`src/rtl/reg_write_buffer.sv`:
```
// reg_write_buffer: in-order FIFO of pending regfile writes with youngest-match lookup forwarding
module reg_write_buffer #(
    parameter int DEPTH = 4
) (
    input  logic        clk,
    input  logic        rst,
    input  logic        in_valid,
    input  logic [4:0]  in_addr,
    input  logic [31:0] in_data,
    output logic        in_ready,
    input  logic        commit_stall,
    output logic        wr_en,
    output logic [4:0]  wr_addr,
    output logic [31:0] wr_data,
    input  logic [4:0]  lookup_addr_1,
    input  logic [4:0]  lookup_addr_2,
    output logic        hit_1,
    output logic        hit_2,
    output logic [31:0] hit_data_1,
    output logic [31:0] hit_data_2,
    output logic [3:0]  count,
    output logic        empty,
    output logic        full
);
    localparam int AW = $clog2(DEPTH);
    logic [AW-1:0]    head_q, head_d, tail_q, tail_d, idx;
    logic [3:0]       count_q, count_d;
    logic [DEPTH-1:0] valid_q, valid_d;
    logic [4:0]       addr_q [DEPTH];
    logic [4:0]       addr_d [DEPTH];
    logic [31:0]      data_q [DEPTH];
    logic [31:0]      data_d [DEPTH];
    logic             accept, commit;
    always_comb begin
        count = count_q;
        full = count_q == 4'(DEPTH);
        empty = count_q == 4'd0;
        commit = !rst && !empty && !commit_stall;
        in_ready = !rst && (!full || commit);
        accept = in_valid && in_ready && in_addr != 5'd0;
        wr_en = commit;
        wr_addr = addr_q[head_q];
        wr_data = data_q[head_q];
        head_d = commit ? head_q + AW'(1) : head_q;
        tail_d = accept ? tail_q + AW'(1) : tail_q;
        count_d = count_q + 4'(accept) - 4'(commit);
        valid_d = valid_q;
        addr_d = addr_q;
        data_d = data_q;
        if (commit) valid_d[head_q] = 1'b0;
        if (accept) begin
            valid_d[tail_q] = 1'b1;
            addr_d[tail_q] = in_addr;
            data_d[tail_q] = in_data;
        end
        hit_1 = 1'b0;
        hit_2 = 1'b0;
        hit_data_1 = 32'd0;
        hit_data_2 = 32'd0;
        idx = '0;
        // walk oldest to youngest so the youngest match is the one left standing
        for (int i = 0; i < DEPTH; i++) begin
            idx = head_q + AW'(i);
            if (valid_q[idx] && lookup_addr_1 != 5'd0 && addr_q[idx] == lookup_addr_1) begin
                hit_1 = 1'b1;
                hit_data_1 = data_q[idx];
            end
            if (valid_q[idx] && lookup_addr_2 != 5'd0 && addr_q[idx] == lookup_addr_2) begin
                hit_2 = 1'b1;
                hit_data_2 = data_q[idx];
            end
        end
    end
    always_ff @(posedge clk) begin
        if (rst) begin
            head_q <= '0;
            tail_q <= '0;
            count_q <= '0;
            valid_q <= '0;
        end else begin
            head_q <= head_d;
            tail_q <= tail_d;
            count_q <= count_d;
            valid_q <= valid_d;
        end
    end
    always_ff @(posedge clk) begin
        addr_q <= addr_d;
        data_q <= data_d;
    end
endmodule

```
`config.mk`:
```
export PLATFORM = sky130hd
export DESIGN_NAME = reg_write_buffer
export DESIGN_NICKNAME = d
export VERILOG_FILES = /design/src/rtl/reg_write_buffer.sv
export SDC_FILE = /design/constraint.sdc
export NUM_CORES = 1
export LEC_CHECK = 0
export CAP_MARGIN = 20
export CORE_ASPECT_RATIO = 1.75
export CORE_MARGIN = 10
export CORE_UTILIZATION = 51
export DETAILED_ROUTE_END_ITERATION = 8
export DONT_BUFFER_PORTS = 1
export PLACE_DENSITY = 0.66
export SLEW_MARGIN = 20
export SYNTH_ARGS = -nofsm -noshare
export SYNTH_HDL_FRONTEND = slang
export SYNTH_SLANG_ARGS = --single-unit
```
`constraint.sdc`:
```
create_clock -name clk -period 5.2 [get_ports clk]
set_clock_uncertainty 0.15 [all_clocks]
set_input_delay 0.52 -clock clk [delete_from_list [all_inputs] [get_ports clk]]
set_output_delay 0.52 -clock clk [all_outputs]
set_load 0.03 [all_outputs]
```
### Word-level counts from Yosys, hierarchy flattened

Cells that the tools add are included.

* bitwise logic cells: 8
* $lt $le $gt $ge: 13
* muxes and demuxes: 60
* equal/unequal tests: 9
* add/sub/neg operators: 6
* reductions and logical operators: 33

Operators with widths (number)
* $mux W32: 17
* $bmux W32 S2: 4
* $bwmux W128: 1
* $demux W32 S2: 1
* $mux W5: 9
* $bmux W5 S2: 4
* $eq A5 B5 Y1: 8
* $logic_and A1 B1 Y1: 24
* $bwmux W20: 1
* $ge A3 B3 Y1 const B: 5
* $lt A2 B3 Y1 const B: 5
* $not A2 Y3: 5
* $reduce_bool A5 Y1: 3
* $mux W1: 14
* $demux W5 S2: 1
* $bmux W1 S2: 4
* $mux W4: 2
* $add A2 B1 Y2 const B: 2
* $add A2 B2 Y2 const B: 2
* $add A4 B1 Y4: 1
* $and A4 B4 Y4: 1
* $demux W1 S2: 2
* $eq A4 B3 Y1 const B: 1
* $ge A2 B1 Y1 const B: 2
* other kinds (7): 10

* output and inout bits: 111
* bits in registers: 160

### Logic depth before layout (Yosys ltp)

Gate-level depths: netlist of the first run.

* depth in word-level cells: 10
* mapped depth: 16

### Worst setup path after synthesis of the first run

Ideal clock, no wire load.

* path kind: register to output
* start: register head_q[0]
* end: output port hit_data_1[5]
* data arrival time: 4258 ps
* cell stages (with the launch flop): 15
* required time: 4530 ps
* path slack: 272 ps
* cell sequence: dfxtp_1 buf_6 buf_4 buf_4 buf_2 buf_2 inv_1 ha_1 mux4_2 xor2_1 or3_1 clkbuf_1 o21ai_0 o211ai_1 a22oi_1

* elaborated cells between the ends (all ways): 55

RTL lines
* start: declaration: RTL line 26 `logic [AW-1:0] head_q, head_d, tail_q, tail_d, idx;`
* start signal: assignment: RTL line 76 `head_q <= '0;`
* start signal: assignment: RTL line 81 `head_q <= head_d;`
* $add A2 B2 Y2 (*): RTL line 63 `idx = head_q + AW'(i);`
* named net idx[0]: RTL line 26
* $not A2 Y3 (implied by the code): RTL line 64, 66
* $bmux W5 S2: RTL line 64 `if (valid_q[idx] && lookup_addr_1 != 5'd0 && addr_q[idx] == lookup_addr_1) begin`
* $mux W5 (implied by the code) (2 in series): RTL line 64
* $eq A5 B5 Y1: RTL line 64
* $logic_and A1 B1 Y1: RTL line 64
* $mux W32 (*): RTL line 64
* end: declaration: RTL line 19 `output logic [31:0] hit_data_1,`

The timed path passes the listed nets; every way through them passes the cells marked *. The select of a mux whose other input is x is not followed.

### Worst setup path in the final report of the first run

* start: register head_q[0]
* end: output port hit_data_1[7]

* word-level cells in the longest chain between the ends: 10
* elaborated cells between the ends (all ways): 55

Ends and longest elaborated chain
* $not A2 Y3
* $bmux W5 S2
* $mux W5 (2 in series)
* named net wr_addr[2]: RTL line 13 `output logic [4:0] wr_addr,`
* $eq A5 B5 Y1: RTL line 64
* $logic_and A1 B1 Y1: RTL line 64
* $mux W32 (4 in series): RTL line 64

The timed path passes the listed nets, and every way through them passes these cells. The select of a mux whose other input is x is not followed.

==> results of run 1 <==
-- kinds of logic after synthesis --
family	after synthesis	synth area share, %
AOI/OAI and AO/OA	264	15.3
muxes	185	23.5
and+or+nand+nor	262	10.2
buffers and inverters	113	4.92
xor gates and xnor gates	46	3.51
DFF	160	40.9
adders and majority gates	15	1.70
-- per-stage QoR --
step / instance area (µm²) / util, %
after global routing: 12600 / 56.8
after CTS: 12600 / 56.7
after global placement: 11900 / 53.9
after floorplan: 11500 / -
after detailed placement: 11900 / 53.9
final: 12600 / 56.8
-- cells in the mapped netlist, drive strengths merged (2+ instances only) --
cell and n:
nor2 152, edfxtp 148, a21oi 125, mux2 68, mux2i 59, mux4 58
buf 51, o21ai 49, clkbuf 47, nand2 39, xnor2 35, a221oi 28
a221o 27, nor3 22, nand3 20, ha 14, inv 14, dfxtp 12
xor2 11, o2bb2ai 7, a22oi 6, and2 6, o211ai 6, or3 6
nor4 5, nor2b 4, o22ai 4, a211oi 3, a21boi 2, a21o 2
and4 2, or2 2, or4 2
-- layout make-up --
type / count / area [µm²] / area share (%)
multi-input cells: 772 / 6260 / 49.8
flip-flops and latches: 160 / 4690 / 37.3
repair buffers: 75 / 582 / 4.62
clock buffers: 18 / 429 / 3.41
well taps: 296 / 370 / 2.94
clock inverters: 14 / 188 / 1.49
inverters: 15 / 56.3 / 0.448
-- layer usage --
metal  global-route usage [%]  wire length, µm  vias up
met5                        0               17        -
met4                     9.91             1080        2
met3                     8.11             3390       76
met2                     42.3            18400      453
met1                     24.3            11800     4491
li1                         -                -     3995
-- sequential cells by signal, indices dropped and copies added (netlist names) --
name and cells:
count 4, tail_q 2, valid_q 4, head_q 2, data_q 128, addr_q 20
-- power groups by stage --
stage               clock network, µW  logic (µW)  registers (µW)
floorplan                           0        2500            1550
global placement                    0        3020            1600
detailed placement                  0        3050            1600
CTS                              1320        3070            1580
global route                     1390        3330            1590
finish                           1300        3080            1580
-- how the worst max path moves through the flow --
stage | slack, ns | endpoint | cells after the start
2_1_floorplan | 0.27 | hit_data_1[5] | 14
3_3_place_gp | 0.44 | hit_data_1[5] | 11
3_5_place_dp | 0.34 | hit_data_1[5] | 11
4_1_cts | 0.1 | hit_data_1[7] | 11
5_1_grt | 0.05 | hit_data_1[5] | 12
6_report | 0.22 | hit_data_1[7] | 9
-- critical path: stages (launching register included) --
cell	delay [ns]
dfxtp_4	0.50
buf_4	0.35
mux4_2	0.70
xor2_1	0.21
nor4_2	0.43
nand4_2	0.43
a21oi_2	0.62
a221o_1	0.26
o2bb2ai_1	0.15
buf_4	0.21
-- timing repair --
item                       4_1_cts  5_1_grt
hold buffers                     1        0
setup endpoints to repair        5       26
hold endpoints to repair        12        0
resized for setup                1        3
==> impl_results.md, run 1 <==
* Comb pwr share at roughly 52%
* Antenna Nets Post-Route at 0
* Upper clock frequency limit at about 200 MHz
* Worst setup SP type: flop
* Max Root-Sink Buffers at 2
* Leak Pwr at roughly 0.0042 µW
* Non-Filler Instances at 1350
* CTS tree: yes
* RSZ-0062 raised after global routing: false
* Fin crit share at 95.8%
* Switching power at between 2000 and 3000 µW
* Full die area at between 20000 and 30000 µm²
* Crit. End Element: output pin
* Min-Delay Path Class: in2reg
* Ys Warns at 0
* HP Start: in_data[3]
* R2R Path Start: count[2]$_SDFF_PP0_
* Max_slew headroom at 39.4%
* Synth top area share at a little under 40%
* Post-Synthesis Cells at roughly 1000
* WL/cell at 25.7 µm
* CORE AREA at roughly 22000 µm²
* Skew-Pair Late Insertion Delay at ~0.44 ns
* Routability cong. at about 0.84
* Outcome: completed
* Final hold vios at 0
* Endpoint, Worst Hold: data_q[3]$_DFFE_PP_
* Setup TNS at 0 ns
* DRC violations left at 0
* DR iter-0 viols at 871
* Initial Util at 51.7%
* Pin count of the biggest net entering global routing at 57
* Worst Tran Pin Value at a little over 0.9 ns
* Area Overhead vs Synth at 9.72%
* Fin nets at between 1000 and 1500
* Commonest non-fill, non-tap cell in the layout: nor2_1
* Via count at between 9000 and 10000
* R2r setup slk at roughly 1.4 ns
* Die height at 218 µm
* Max Cap Viol at 0
* Row cnt at 72
* Crit path time final at roughly 5.0 ns
* R2R cell count at 7
* Slew Viols, Final at 0
* First-pass GRT wire length at between 50000 and 60000 µm
* Initial antenna violation count at 1
* Commonest cells after routing, fill and taps aside: nor2_1 (151), edfxtp_1 (148), a21oi_1 (123)
* Post-synth EDFFs at approximately 150
* Pwr dens at 473 nW/µm²
* Worst-path maximum fanout at 18
* Max VDD drop at about 0.32 mV
* Worst EP arrival at roughly 4.3 ns
* Clock power frac at 21.9%
* Yosys cell types at between 50 and 60
* Main synth FF type: edfxtp_1
* Vias per inst at roughly 6.7
* H-tree depth at 4
* Syn_nets at 1111
* Vias in the first global route at around 9300
* Diodes inserted at 0
* CTS root buffer: clkbuf_16
* Placed cells at 1317
* # fillers at around 1900
* Die width at 133 µm
* HPWL after detailed placement at 24000 µm
* Crit path launch: head_q[0]$_SDFFE_PP0N_
* Final hold slack at around 0.026 ns
* Routed WL at ~35000 µm
* Setup repair bufs after CTS at 0
* Pint at ~3400 µW
* Sequential area share after synthesis at between 40 and 50%
* Synth top area cells: edfxtp_1 (39%), mux4_2 (11%), a21oi_1 (5.4%)
* Switching Share at a little over two fifths
* Clock transition at path regs at about 0.070 ns
* Crit path required time at around 4.5 ns
* R2r endpoint: data_q[117]$_DFFE_PP_
* Initial DRT Pass Iterations at 5
* Area leader, netlist: edfxtp_1
* Dpl ws at around 0.34 ns
* Yosys reg bits at between 150 and 200
* Avg Cell Area, Syn at roughly 11 µm²
* I/O Pins at between 150 and 200
* # setup viols final at 0
* TritonCTS Buffers at 17
* Grt ovf at 0
* Port Buffers at 0
* CP Class: reg2out
* Overall power at 5960 µW
* Asr flop ratio synth at 0%
* Post-layout worst setup margin at 0.219 ns
* Hold depth at 0
* Tot GR Track Use at between 20% and 30%
* Cell area after synthesis at ~11000 µm²
* Reg power frac at between 20% and 30%
* Share of layout cells above drive strength 1 at roughly a quarter
* Clock sink count at 160
No activity file was read; power rests on OpenSTA's default activity.
==> run 2: changes to the inputs <==
Settings changed: GPL_TIMING_DRIVEN from default to 0, PLACE_DENSITY 0.66 to 0.68.
==> run 2 against run 1 <==
Against the previous run: flip-flop and latch count unchanged; combinational power grew 17%; maximum frequency shrank 2.9%; die area stayed put; setup slack worse by 0.15 ns; first-iteration DRC count increased by 36%; power rose by 6.9%; cell count up 2.7%; critical path type unchanged; largest cell class unchanged.
==> impl_results.md, run 2 (same netlist as run 1, synthesis figures left out) <==
* Crit path required time at roughly 4.5 ns
* RSZ-0062 raised after global routing: true
* Pwr dens at between 400 and 500 nW/µm²
* First-pass GRT wire length at between 60000 and 70000 µm
* Fin nets at around 1100
* Final hold vios at 0
* Commonest cells after routing, fill and taps aside: edfxtp_1 (148), nor2_1 (134), a21oi_1 (93)
* Largest registers: data_q x128, addr_q x20
* R2R Path Start: count[2]$_SDFF_PP0_
* Worst-path maximum fanout at 19
* Slew Viols, Final at 0
* Non-Filler Instances at between 1000 and 1500
* HP Start: in_data[17]
* Diodes inserted at 0
* Row cnt at 72
* H-tree depth at 4
* R2r endpoint: count[2]$_SDFF_PP0_
* Die width at around 130 µm
* # setup viols final at 0
* Biggest register: data_q
* CTS tree: yes
* Tot GR Track Use at ~28%
* Dpl ws at -0.975 ns
* Worst EP arrival at roughly 4.5 ns
* Endpoint, Worst Hold: data_q[17]$_DFFE_PP_
* Min-Delay Path Class: in2reg
* CORE AREA at between 20000 and 25000 µm²
* Grt ovf at 0
* Port Buffers at 0
* Full die area at 29100 µm²
* Worst Tran Pin Value at around 1.1 ns
* Clock power frac at 19.1%
* Area Overhead vs Synth at 13.6%
* Max VDD drop at roughly 0.30 mV
* CTS root buffer: clkbuf_16
* Via count at about 9800
* Placed cells at between 1000 and 1500
* DRC violations left at 0
* WL/cell at ~30 µm
* Fin crit share at a little over nine tenths
* Post-layout worst setup margin at roughly 0.072 ns
* Die height at ~220 µm
* Routability cong. at 0.960
* Pint at ~3400 µW
* Initial Util at ~52%
* Upper clock frequency limit at 195 MHz
* Clock sink count at between 150 and 200
* Outcome: completed
* TritonCTS Buffers at 17
* Clock transition at path regs at 0.07 ns
* Switching power at roughly 3000 µW
* HPWL after detailed placement at ~30000 µm
* R2r setup slk at ~1.4 ns
* Hold depth at 0
* Share of layout cells above drive strength 1 at 29.2%
* DR iter-0 viols at 1188
* Crit. End Element: output pin
* I/O Pins at 162
* Comb pwr share at between 50% and 60%
* Leak Pwr at 0.00422 µW
* Crit path time final at around 5.1 ns
* CP Class: reg2out
* Worst setup SP type: flop
* Vias in the first global route at approximately 10000
* Max Cap Viol at 0
* Final hold slack at ~0.006 ns
* Initial antenna violation count at 0
* Reg power frac at between 20% and 30%
* Core Util, Final at around 60%
* Max Root-Sink Buffers at 2
* Initial DRT Pass Iterations at 6
* Antenna Nets Post-Route at 0
* Routed WL at approximately 42000 µm
* Vias per inst at 7.06
* Skew-Pair Late Insertion Delay at about 0.45 ns
* Commonest non-fill, non-tap cell in the layout: edfxtp_1
* Switching Share at a little under half
* Max_slew headroom at between 20 and 30%
* Setup TNS at 0 ns
* R2R cell count at 12
* Pin count of the biggest net entering global routing at 39
* # fillers at 1907
* Largest register FFs at 128
run 2: critical path, stage by stage, from the launching register on:
cell	delay (ns)
dfxtp_2	0.40
buf_12	0.17
buf_16	0.20
buf_6	0.21
inv_1	0.13
ha_2	0.40
mux4_2	0.56
xnor2_1	0.19
and4_1	0.26
a22oi_4	0.14
a21oi_2	0.18
buf_2	0.32
a221oi_1	0.15
a21oi_1	0.66
run 2: metrics by stage:
step           power [µW]  area [µm²]
2_1_floorplan        4050       11500
5_1_grt              6580       13000
3_3_place_gp         4820       11800
6_report             6370       13000
3_5_place_dp         4860       11800
4_1_cts              6150       12800
run 2: layout make-up:
cell class / instances / area [µm²] / share of cell area, %
Timing Repair Buffer: 17 / 143 / 1.10
Clock inverter: 15 / 135 / 1.04
Multi-Input combinational cell: 772 / 6630 / 50.9
Inverter: 15 / 56.3 / 0.432
Clock buffer: 17 / 425 / 3.27
Sequential cell: 160 / 4690 / 36.0
Buffer: 94 / 577 / 4.43
Tap cell: 296 / 370 / 2.84
run 2: repair_timing:
action / in CTS / in global routing
setup endpoints to repair: 66 / 64
pin swaps: 1 / 7
hold buffers: 1 / 0
resized for setup: 91 / 45
hold endpoints to repair: 3 / 0
buffers inserted: 0 / 16
run 2: per-layer routing:
metal  routed length, µm  part of all wire [%]  GRT usage, %  vias to the layer above
met5                   0                     0             0                        -
met4                3170                   7.6          20.4                        0
met3                5150                    12          9.99                      256
met2               20900                    50          47.8                      753
met1               12600                    30          26.2                     4711
li1                    -                     -             -                     4071
run 2: power groups by stage:
stage / clock network [µW] / logic [µW] / registers, µW
floorplan: 0 / 2500 / 1550
global route: 1270 / 3760 / 1550
finish: 1220 / 3600 / 1540
detailed placement: 0 / 3290 / 1570
CTS: 1220 / 3390 / 1540
global placement: 0 / 3250 / 1570
run 2: how the worst max path moves through the flow:
stage                                      start             end  slack (ns)  cells after the start
final                     head_q[0]$_SDFFE_PP0N_  hit_data_2[13]        0.07                     13
after global routing      head_q[0]$_SDFFE_PP0N_  hit_data_2[30]      -0.007                     13
after CTS                 head_q[1]$_SDFFE_PP0N_   hit_data_2[0]       0.001                     13
after detailed placement  head_q[0]$_SDFFE_PP0N_  hit_data_1[15]       -0.98                     14
after global placement    head_q[0]$_SDFFE_PP0N_   hit_data_1[5]       -0.88                     14
after floorplan           head_q[0]$_SDFFE_PP0N_   hit_data_1[5]        0.27                     14
